==> src/rtl/rrf_tag_alloc.sv <==
// rrf_tag_alloc: rename-register (RRF) tag allocator.
// Circular buffer of RRF tags with wrap-bit head/tail pointers.
//  - Dispatch: hands out up to two consecutive tags per cycle (dpaddr1/2, dpen1/2),
//    stalls (stall_dp) when the registered free count cannot cover the request.
//  - Commit: retires up to two tags in program order (com1tag/com2tag, com1en/com2en).
//  - Mispredict: prmiss restores the allocation pointer from rollback_ptr.
// Ports:
//  clk, reset (sync, active-high)
//  req1, req2            dispatch requests
//  stall_dp              combinational stall
//  dpaddr1/2, dpen1/2    combinational allocation tags/enables
//  rrfptr                registered allocation pointer {wrap, tag}
//  com1tag/com2tag       oldest/second-oldest allocated tags
//  com1en, com2en        commit enables
//  prmiss, rollback_ptr  rollback request and snapshot
//  freenum               registered free-tag count
//  occ_hwm, stall_cnt    statistics outputs
// Optional feature macro: RRF_ALLOC_STATS_EN builds the occupancy high-water mark
// and stall counter; otherwise both outputs are tied to zero.
module rrf_tag_alloc #(
  parameter int unsigned RRF_NUM = 64,
  parameter int unsigned RRF_SEL = 6
) (
  input  logic               clk,
  input  logic               reset,
  input  logic               req1,
  input  logic               req2,
  output logic               stall_dp,
  output logic [RRF_SEL-1:0] dpaddr1,
  output logic [RRF_SEL-1:0] dpaddr2,
  output logic               dpen1,
  output logic               dpen2,
  output logic [RRF_SEL:0]   rrfptr,
  output logic [RRF_SEL-1:0] com1tag,
  output logic [RRF_SEL-1:0] com2tag,
  input  logic               com1en,
  input  logic               com2en,
  input  logic               prmiss,
  input  logic [RRF_SEL:0]   rollback_ptr,
  output logic [RRF_SEL:0]   freenum,
  output logic [RRF_SEL:0]   occ_hwm,
  output logic [31:0]        stall_cnt
);

  localparam int unsigned PW = RRF_SEL + 1;
  localparam logic [PW-1:0] NUM = PW'(RRF_NUM);

  // Pointer and free-count state
  logic [PW-1:0] alloc_q, alloc_d;
  logic [PW-1:0] com_q, com_d;
  logic [PW-1:0] free_q, free_d;

  // Per-cycle decode
  logic [1:0]    nreq;
  logic [1:0]    ncom_raw;
  logic [1:0]    nalloc;
  logic [PW-1:0] ncom;
  logic [PW-1:0] occ_q;

  // Request/commit decode, stall and clipped commit count
  always_comb begin
    nreq     = 2'd0;
    ncom_raw = 2'd0;
    if (req1) begin
      nreq = 2'd1 + {1'b0, req2};
    end
    if (com1en) begin
      ncom_raw = 2'd1 + {1'b0, com2en};
    end
    occ_q    = NUM - free_q;
    // Free count is the start-of-cycle value; same-cycle commits are not visible.
    stall_dp = ~prmiss & (PW'(nreq) > free_q);
    // All-or-nothing: a two-tag request never gets a single tag.
    dpen1    = req1 & ~stall_dp & ~prmiss;
    dpen2    = dpen1 & req2;
    nalloc   = {1'b0, dpen1} + {1'b0, dpen2};
    // Commits beyond the current occupancy are dropped.
    ncom     = (PW'(ncom_raw) > occ_q) ? occ_q : PW'(ncom_raw);
  end

  // Next-state pointers and free count
  always_comb begin
    com_d   = com_q + ncom;
    alloc_d = alloc_q + PW'(nalloc);
    free_d  = free_q + ncom - PW'(nalloc);
    if (prmiss) begin
      // Occupancy after rollback is the modular distance from the post-commit head.
      alloc_d = rollback_ptr;
      free_d  = NUM - (rollback_ptr - com_d);
    end
  end

  // State registers
  always_ff @(posedge clk) begin
    if (reset) begin
      alloc_q <= '0;
      com_q   <= '0;
      free_q  <= NUM;
    end else begin
      alloc_q <= alloc_d;
      com_q   <= com_d;
      free_q  <= free_d;
    end
  end

  // Tag and pointer outputs
  always_comb begin
    dpaddr1 = alloc_q[RRF_SEL-1:0];
    dpaddr2 = alloc_q[RRF_SEL-1:0] + RRF_SEL'(1);
    com1tag = com_q[RRF_SEL-1:0];
    com2tag = com_q[RRF_SEL-1:0] + RRF_SEL'(1);
    rrfptr  = alloc_q;
    freenum = free_q;
  end

`ifdef RRF_ALLOC_STATS_EN
  logic [PW-1:0] hwm_q, hwm_d;
  logic [PW-1:0] occ_d;
  logic [31:0]   scnt_q, scnt_d;

  // High-water mark tracks post-update occupancy; stall counter saturates.
  always_comb begin
    occ_d  = NUM - free_d;
    hwm_d  = (occ_d > hwm_q) ? occ_d : hwm_q;
    scnt_d = scnt_q;
    if (req1 & stall_dp & ~(&scnt_q)) begin
      scnt_d = scnt_q + 32'd1;
    end
  end

  always_ff @(posedge clk) begin
    if (reset) begin
      hwm_q  <= '0;
      scnt_q <= '0;
    end else begin
      hwm_q  <= hwm_d;
      scnt_q <= scnt_d;
    end
  end

  assign occ_hwm   = hwm_q;
  assign stall_cnt = scnt_q;
`else
  assign occ_hwm   = '0;
  assign stall_cnt = '0;
`endif

endmodule

==> config.mk <==
export PLATFORM = sky130hd
export DESIGN_NAME = rrf_tag_alloc
export DESIGN_NICKNAME = d
export VERILOG_FILES = /design/src/rtl/rrf_tag_alloc.sv
export SDC_FILE = /design/constraint.sdc
export NUM_CORES = 1
export LEC_CHECK = 0
export CAP_MARGIN = 20
export CORE_MARGIN = 8
export CORE_UTILIZATION = 41
export CTS_BUF_LIST = sky130_fd_sc_hd__clkbuf_16
export DETAILED_ROUTE_END_ITERATION = 7
export GPL_ROUTABILITY_DRIVEN = 1
export PLACE_DENSITY = 0.78
export SKIP_CTS_REPAIR_TIMING = 1
export SLEW_MARGIN = 40
export SYNTH_ARGS = -nofsm -noshare
export SYNTH_HDL_FRONTEND = slang
export SYNTH_SLANG_ARGS = --single-unit
==> constraint.sdc <==
create_clock -name clk -period 4.15 [get_ports clk]
set_input_delay 0.6225 -clock clk [delete_from_list [all_inputs] [get_ports clk]]
set_output_delay 0.6225 -clock clk [all_outputs]
set_load 0.01 [all_outputs]
After elaboration in Yosys (flattened, before gate mapping) --
Index checks and enable logic that the tools add are counted. W data, S select, Z words.
Storage, ports and cells: register bits 21, latch bits 0, memory bits (writable) 0, ROM bits 0, input bits 14, output and inout port bits 80, memories kept 0
Operators by class: add/sub/neg operators 12, multiply operators 0, divide/modulo/power cells 0, $lt $le $gt $ge 2, eq/ne operators 0, shift operators 0, muxes and demuxes 5, bitwise logic cells 6, reductions and logical operators 0
Operators by type and width (number):
- $mux W7 | 3
- $add A7 B7 Y7 | 2
- $gt A2 B7 Y1 | 2
- $sub A7 B7 Y7 const A | 2
- $add A6 B1 Y6 const B | 2
- $add A7 B2 Y7 | 1
- $sub A7 B2 Y7 | 1
- $sub A7 B7 Y7 | 1
- $add A1 B1 Y2 const A | 2
- $and A1 B1 Y1 | 4
- $mux W2 | 2
- $add A1 B1 Y2 | 1
- $not A1 Y1 | 2

Logic depth before layout (Yosys ltp) --
Gate-level depths: netlist (run 1).
word-level depth 11, depth in mapped cells 23

Least setup slack after synthesis (run 1) --
OpenSTA, ideal clock, no wires.
path kind reg2reg, start register free_q[0] (netlist: freenum[0]), end register free_q[6] (netlist: freenum[6]), setup time 0.125 ns, data arrival time 4.296 ns, path slack -0.271 ns, stages on the path, launching flop included 22, path buffers 0, period minus slack after synthesis 4.421 ns, path through dfxtp_1 inv_1 ha_1 inv_1 ha_1 nand2_1 o21ai_0 a2111oi_2 nand4_2 mux2_2 ha_1 a21o_1 a21oi_1 xnor2_1 ha_1 ha_1 o21ai_0 o21bai_1 a21oi_1 xnor2_1 xnor2_1 a22oi_1
On the way: elaborated cells on any way between the ends 16, classes of those cells add/sub (7); order compare (2); mux (2); bitwise (5)
RTL lines:
- start: declaration | RTL line 51 | logic [PW-1:0] free_q, free_d;
- start signal: assignment | RTL line 102 | free_q <= free_d;
- $sub A7 B7 Y7 * | RTL line 70 | occ_q = NUM - free_q;
- $gt A2 B7 Y1 | RTL line 78 | ncom = (PW'(ncom_raw) > occ_q) ? occ_q : PW'(ncom_raw);
- $mux W7 * | RTL line 78
- $add A7 B7 Y7 * | RTL line 83 | com_d = com_q + ncom;
- named net com_d[3] | RTL line 50 | logic [PW-1:0] com_q, com_d;
- $sub A7 B7 Y7 * (2 in series) | RTL line 89 | free_d = NUM - (rollback_ptr - com_d);
- $mux W7 * | RTL line 86 | if (prmiss) begin
The timed path passes the listed nets; every way through them passes the cells marked *. A chain may end at the register's enable or synchronous reset.

Worst setup path after layout (run 1) --
start input port com1en, end register free_q[5] (netlist: freenum[5])
On the way: cells in the longest elaborated chain, start to end 7, elaborated cells on any way between the ends 9, classes of those cells add/sub (5); order compare (1); mux (3)
Ends and longest elaborated chain:
- start: declaration | RTL line 36 | input logic com1en,
- $mux W2 * | RTL line 67 | if (com1en) begin
- $gt A2 B7 Y1 | RTL line 78
- $mux W7 * | RTL line 78
- $add A7 B7 Y7 * | RTL line 83
- named net com_d[3] | RTL line 50
- $sub A7 B7 Y7 * (2 in series) | RTL line 89
- $mux W7 * | RTL line 86
Marked as above.

==> impl_metrics.toml, run 1 <==
[run_status]
status = "finished with violations"
violations = "setup timing"

[clocking]
clock_path_buffers = 2
cts_made_buffers = 3
cts.sinks = 21
cts_tree = "done"
clk_pin_slew_ns = 0.07
clk_latency_ns = 0.26
htreeDepth = 1
cts_root_buffer = "clkbuf_16"

[grt]
grt-ovfl-total = 0
grtUsageMet1 = 0.147
grt_pass1_wl_um = 9750
antenna_found_initial = 0
globalRouteMet3Util = 0.0246
grt_pass1_vias = 2148
busiest_layer = "met2"
grt_use_total = 0.132
grt_max_degree = 29
gr-usage-met2 = 0.257

[logic_synthesis]
synth_top_cell_by_area = "ha_1"
yosys-top-cells-area = "ha_1 17%, dfxtp_1 17%, buf_4 15%"
yosysSeqAreaShare = 0.167
synthCells = 311
yosys_warnings = 0
synthFlopType = "dfxtp_1"
syn_area_per_cell_um2 = 8.09
syn_area_mm2 = 0.00252
yosysUniqueCellTypes = 40
netlist.area_leader.share = 0.174
synth-seq-cells = 21
synth_edf_count = 0
synthArstFlopShare = 0

[worst_setup_path]
worst_r2r_endpoint = "freenum[5]"
crit_path_end_kind = "flop"
crit_fanout = 4
reg2regPathDepth = 21
arrival_ns = 4.47
crit_path_start = "com1en"
rrSetupSlack_ns = -0.17
crit_path_end = "freenum[5]"
critical_path_class = "input port to flop"
r2r_start = "freenum[0]"
cp.required_ns = 4.28
critPathLaunchType = "input port"

[timing]
finalHoldViolations = 0
fin_crit_sh = 1.05
finalWorstPathRequiredPeriod_ns = 4.34
finalSetupViolCount = 3
slew_violations = 0
max_freq_ghz = 0.230
skew_ns = 0.00515
rsz0062_at_grt = "yes"
setup_ws_ns = -0.189

[routing]
wl_per_cell_um = 14.0
drt-total-wl_um = 6460
viasPerCell = 4.68
dr.pass1.iters = 4
dr_total_vias = 2162
drtIter0Drc = 101
drc_errors = 0
ant_nets = 0

[min_path]
whs_path_depth = 4
worstHoldPathType = "flop to flop"

[finish]
final_cells = 462
antenna_cells = 0
synthToLayoutAreaGrowth_pct = 39.5
drive_gt1_frac = 0.233
num-fill-cells = 521
post-route-util = 0.593
nNetsFinal = 442

[pwr]
p_comb_frac = 0.717
switchingPower_uw = 769
p_seq_frac = 0.168
ir_drop_uv = 316
power_density_mw_per_mm2 = 530
p_leak_nw = 1.63
swShare = 0.413
clkPwrFrac = 0.115
internal-power_mw = 1.09

[floorplan]
chipWidth_um = 94.3
fp.dieH_um = 94.3
io-pin-count = 94
start_util = 0.425
rows = 28
core_area_mm2 = 0.00592
dieArea_mm2 = 0.00890

[placement]
dpl.cell_count = 456
dp_hpwl_um = 5100
port-buffer-count = 54
gp_congestion = 0.860

[job]
max_cap_viol_count = 0
critical path, stage by stage:
cell,delay [ns]
dlymetal6s2s_1,0.16
and2_4,0.16
ha_4,0.23
nand2_2,0.07
o21ai_2,0.07
a2111oi_4,0.32
nand4_2,0.20
mux2_4,0.35
ha_1,0.27
a21o_1,0.17
a21oi_2,0.22
xnor2_2,0.14
ha_1,0.35
ha_4,0.19
buf_4,0.13
a21o_1,0.18
a21oi_4,0.22
xnor2_4,0.10
a211oi_2,0.21
a31oi_1,0.09
Yosys cell counts, types with 4 or more instances:
master / instances
fa_1: 5
inv_1: 40
dfxtp_1: 21
xor2_1: 11
o21ai_0: 6
a211oi_1: 5
a21oi_1: 14
nand2_1: 5
ha_1: 35
nor2_1: 26
a21o_1: 5
nand3_1: 8
xnor2_1: 19
nor2b_1: 10
buf_4: 51
mux2i_1: 4
clkbuf_1: 6
mux2_2: 4
final cells by class:
type                            instances  area, um^2  area share
Multi-Input combinational cell        234        1960       0.558
Clock inverter                          1        7.51     0.00214
Sequential cell                        21         428       0.122
Tap cell                               75        93.8      0.0267
Clock buffer                            3        75.1      0.0214
Inverter                               40         153      0.0435
Timing Repair Buffer                   88         796       0.227
placed cells by master, fill, tap and decap left out, types with 5 or more instances in the layout:
cell type	netlist	layout
a21oi_1	14	8
buf_4	51	34
a21o_1	5	5
xor2_1	11	11
nor2_1	26	26
ha_4	0	9
nand3_1	8	8
xnor2_1	19	15
dfxtp_1	21	19
inv_2	0	6
a21oi_2	0	5
inv_1	40	33
ha_1	35	25
nor2b_1	10	9
conb_1	2	45
clkdlybuf4s50_1	0	51
flip-flops by register name, summed over array words and instances (netlist names):
| name | cells |
|---|---|
| freenum | 7 |
| com_q | 7 |
| rrfptr | 7 |
how the worst min path moves through the flow:
stage	startpoint	end	slack, ns
floorplan	com_q[6]	com_q[6]	0.58
global placement	com_q[6]	com_q[6]	0.61
detailed placement	rrfptr[6]	rrfptr[6]	0.63
CTS	com_q[6]	com_q[6]	0.66
global route	com_q[6]	com_q[6]	0.77
finish	rrfptr[6]	rrfptr[6]	0.68
power groups by stage:
stage / clock network [mW] / logic (mW) / registers, mW
after floorplan: 0 / 0.741 / 0.317
after global placement: 0 / 1.08 / 0.312
after detailed placement: 0 / 1.11 / 0.315
after CTS: 0.215 / 1.13 / 0.309
after global routing: 0.224 / 1.45 / 0.319
final: 0.214 / 1.33 / 0.312
routing by layer:
| layer | up-vias | wire length (um) | part of all wire |
|---|---|---|---|
| met4 | 0 | 47 | 0.0073 |
| met3 | 6 | 484 | 0.075 |
| li1 | 1078 | - | - |
| met5 | - | 0 | 0 |
| met1 | 1019 | 2480 | 0.38 |
| met2 | 59 | 3450 | 0.53 |
stage by stage:
stage	hold slack (ns)	setup TNS (ns)	cell area, um^2	worst slack, ns	total power [mW]
detailed placement	0.635	-3.02	3200	-0.731	1.43
floorplan	0.580	-0.118	2740	-0.0642	1.06
CTS	0.656	-1.79	3280	-0.495	1.65
finish	0.675	-0.362	3510	-0.189	1.86
global route	0.769	-0.860	3510	-0.375	1.99
global placement	0.608	-2.63	3200	-0.682	1.39
cells by family (layout without fill, tap and decap cells):
| family | count (synthesis) | count (layout) | synth area share |
|---|---|---|---|
| mux | 8 | 8 | 0.0338 |
| buf+inv | 99 | 132 | 0.224 |
| compound gates | 42 | 42 | 0.111 |
| fa+ha+maj | 40 | 40 | 0.214 |
| other cells | 2 | 45 | 0.00298 |
| simple gates | 69 | 69 | 0.143 |
| xor+xnor | 30 | 30 | 0.104 |
| flops | 21 | 21 | 0.167 |
(Power assumes the default switching activity.)
==> run 2, diff against run 1 <==
--- a/constraint.sdc
+++ b/constraint.sdc
@@ -3,2 +3,2 @@
 set_output_delay 0.6225 -clock clk [all_outputs]
-set_load 0.01 [all_outputs]
+set_load 0.005 [all_outputs]
==> results of run 2 <==
The final DEF is identical to that of run 1. Status: finished with violations: setup timing.
Among the figures that moved: total power 1.86 mW -> 1.82 mW; worst IR drop on VDD 316 uV -> 301 uV
==> run 3, diff against run 2 <==
- SETUP_SLACK_MARGIN: default -> 0.3
==> run 3 against run 2 <==
Against the previous run:
- the flow still finishes with violations (setup timing)
- via count decreased by 1.2%
- fmax fell by 1.0%
- critical path depth grew 3
- sequential share of layout area barely moved
- core utilization increased by 0.15 points
- non-clock buffer count fell by 2
- clock skew about the same
- critical endpoint unchanged
- highest routed layer unchanged
==> impl_metrics.toml, run 3 (synthesis results as in run 1) <==
[floorplan]
start_util = 0.425
chipWidth_um = 94.3
io-pin-count = 94
fp.dieH_um = 94.3
rows = 28
dieArea_mm2 = 0.00890
core_area_mm2 = 0.00592

[finish]
num-fill-cells = 536
antenna_cells = 0
nNetsFinal = 440
final_cell_mix = "51 x clkdlybuf4s50_1, 45 x conb_1, 33 x inv_1, 32 x buf_4, 26 x nor2_1"
layout_commonest_cell = "clkdlybuf4s50_1"
drive_gt1_frac = 0.236
synthToLayoutAreaGrowth_pct = 39.8

[placement]
port-buffer-count = 54
gp_congestion = 0.820
dp_hpwl_um = 4970
place_ws_ns = -0.777

[timing]
slew_violations = 0
skew_ns = 0.00555
finalSetupViolCount = 3
max_freq_ghz = 0.228
finalHoldViolations = 0
rsz0062_at_grt = "yes"
setup_ws_ns = -0.235
finalWorstPathRequiredPeriod_ns = 4.39
fin_crit_sh = 1.06

[grt]
grt-ovfl-total = 0
grt_pass1_wl_um = 9740
gr-usage-met2 = 0.252
antenna_found_initial = 0
grtUsageMet1 = 0.152
grt_use_total = 0.132
busiest_layer = "met2"
globalRouteMet3Util = 0.0175
grt_max_degree = 29
grt_pass1_vias = 2104

[routing]
drt-total-wl_um = 6680
drc_errors = 0
drtIter0Drc = 151
wl_per_cell_um = 14.5
ant_nets = 0
viasPerCell = 4.65
dr_total_vias = 2137
dr.pass1.iters = 4

[pwr]
power_mw = 1.84
p_leak_nw = 1.62
ir_drop_uv = 371
power_density_mw_per_mm2 = 523

[worst_setup_path]
crit_chain = "inv_4 -> ha_4 -> inv_2 -> ha_4 -> nand2_4 -> o21ai_4 -> a2111oi_4 -> nand4_2 -> mux2i_1 -> ha_2 -> inv_2 -> fa_2 -> inv_2 -> ha_4 -> ha_4 -> inv_2 -> fa_2 -> inv_2 -> a21o_1 -> a21oi_2 -> xnor2_2 -> a211oi_1 -> a31oi_1"
crit_buf_inv = 6
crit_slowest_cell = "fa_2"
worst_r2r_endpoint = "freenum[5]"
cp_common_cell = "inv_2"
cp_num_cells = 23
critical_path_class = "flop to flop"
cpLargestDelayFamily = "adder cells"
critPathMaxStageDelay_ns = 0.54
reg2regPathDepth = 23
critPathLaunchType = "flop"
crit_path_start = "freenum[1]"
rrSetupSlack_ns = -0.24
cp.required_ns = 4.27
crit_fanout = 4
arrival_ns = 4.51
crit_path_end = "freenum[5]"
r2r_start = "freenum[1]"
crit_path_end_kind = "flop"

[job]
max_cap_viol_count = 0

[clocking]
htreeDepth = 1
clk_latency_ns = 0.26
cts_tree = "done"
cts_root_buffer = "clkbuf_16"
cts.sinks = 21
cts_made_buffers = 3
clock_path_buffers = 2
clk_pin_slew_ns = 0.06

[run_status]
status = "finished with violations"
violations = "setup timing"

[min_path]
worstHoldPathType = "flop to flop"
min_from = "rrfptr[6]"
run 3: worst reg2reg max path, stage by stage, from the launching register on:
cell and delay, ns:
dfxtp_4 0.36, inv_4 0.04, ha_4 0.27, inv_2 0.04, ha_4 0.22, nand2_4 0.07
o21ai_4 0.06, a2111oi_4 0.35, nand4_2 0.22, mux2i_1 0.21, ha_2 0.21, inv_2 0.04
fa_2 0.54, inv_2 0.06, ha_4 0.27, ha_4 0.14, inv_2 0.04, fa_2 0.35
inv_2 0.07, a21o_1 0.15, a21oi_2 0.08, xnor2_2 0.14, a211oi_1 0.23, a31oi_1 0.10
run 3: how the worst min path moves through the flow:
stage / cells past startpoint / slack, ns / to
after floorplan: 3 / 0.58 / com_q[6]
after global placement: 3 / 0.61 / com_q[6]
after global routing: 3 / 0.72 / com_q[6]
after detailed placement: 4 / 0.64 / rrfptr[6]
final: 4 / 0.66 / rrfptr[6]
after CTS: 3 / 0.66 / com_q[6]
run 3: final cells by class:
cell class                 count  area, um^2  area share
multi-input combinational    234        1990       0.565
timing repair buffer          86         773       0.220
sequential                    21         428       0.122
inverter                      40         155      0.0441
tap                           75        93.8      0.0267
clock buffer                   3        75.1      0.0213
clock inverter                 1        5.00     0.00142
run 3: power breakdown:
group,leakage (nW),switching [mW],internal (mW),total (mW)
clock,0.0409,0.0798,0.130,0.209
sequential,0.176,0.0593,0.252,0.311
combinational,1.41,0.603,0.718,1.32
run 3: per-layer routing:
layer  up-vias  part of all wire
li1       1070                 -
met1       999              0.40
met2        60              0.54
met3         8             0.056
met4         0             0.012
met5         -                 0
run 3: stage by stage:
stage | hold WS (ns) | TNS (ns) | cells | util | instance area, um^2
floorplan | 0.580 | -0.0830 | 354 | - | 2750
global placement | 0.615 | -2.49 | 454 | 0.540 | 3200
detailed placement | 0.645 | -2.94 | 454 | 0.540 | 3200
CTS | 0.659 | -1.83 | 458 | 0.554 | 3280
global route | 0.722 | -1.08 | 460 | 0.594 | 3520
finish | 0.660 | -0.462 | 460 | 0.594 | 3520
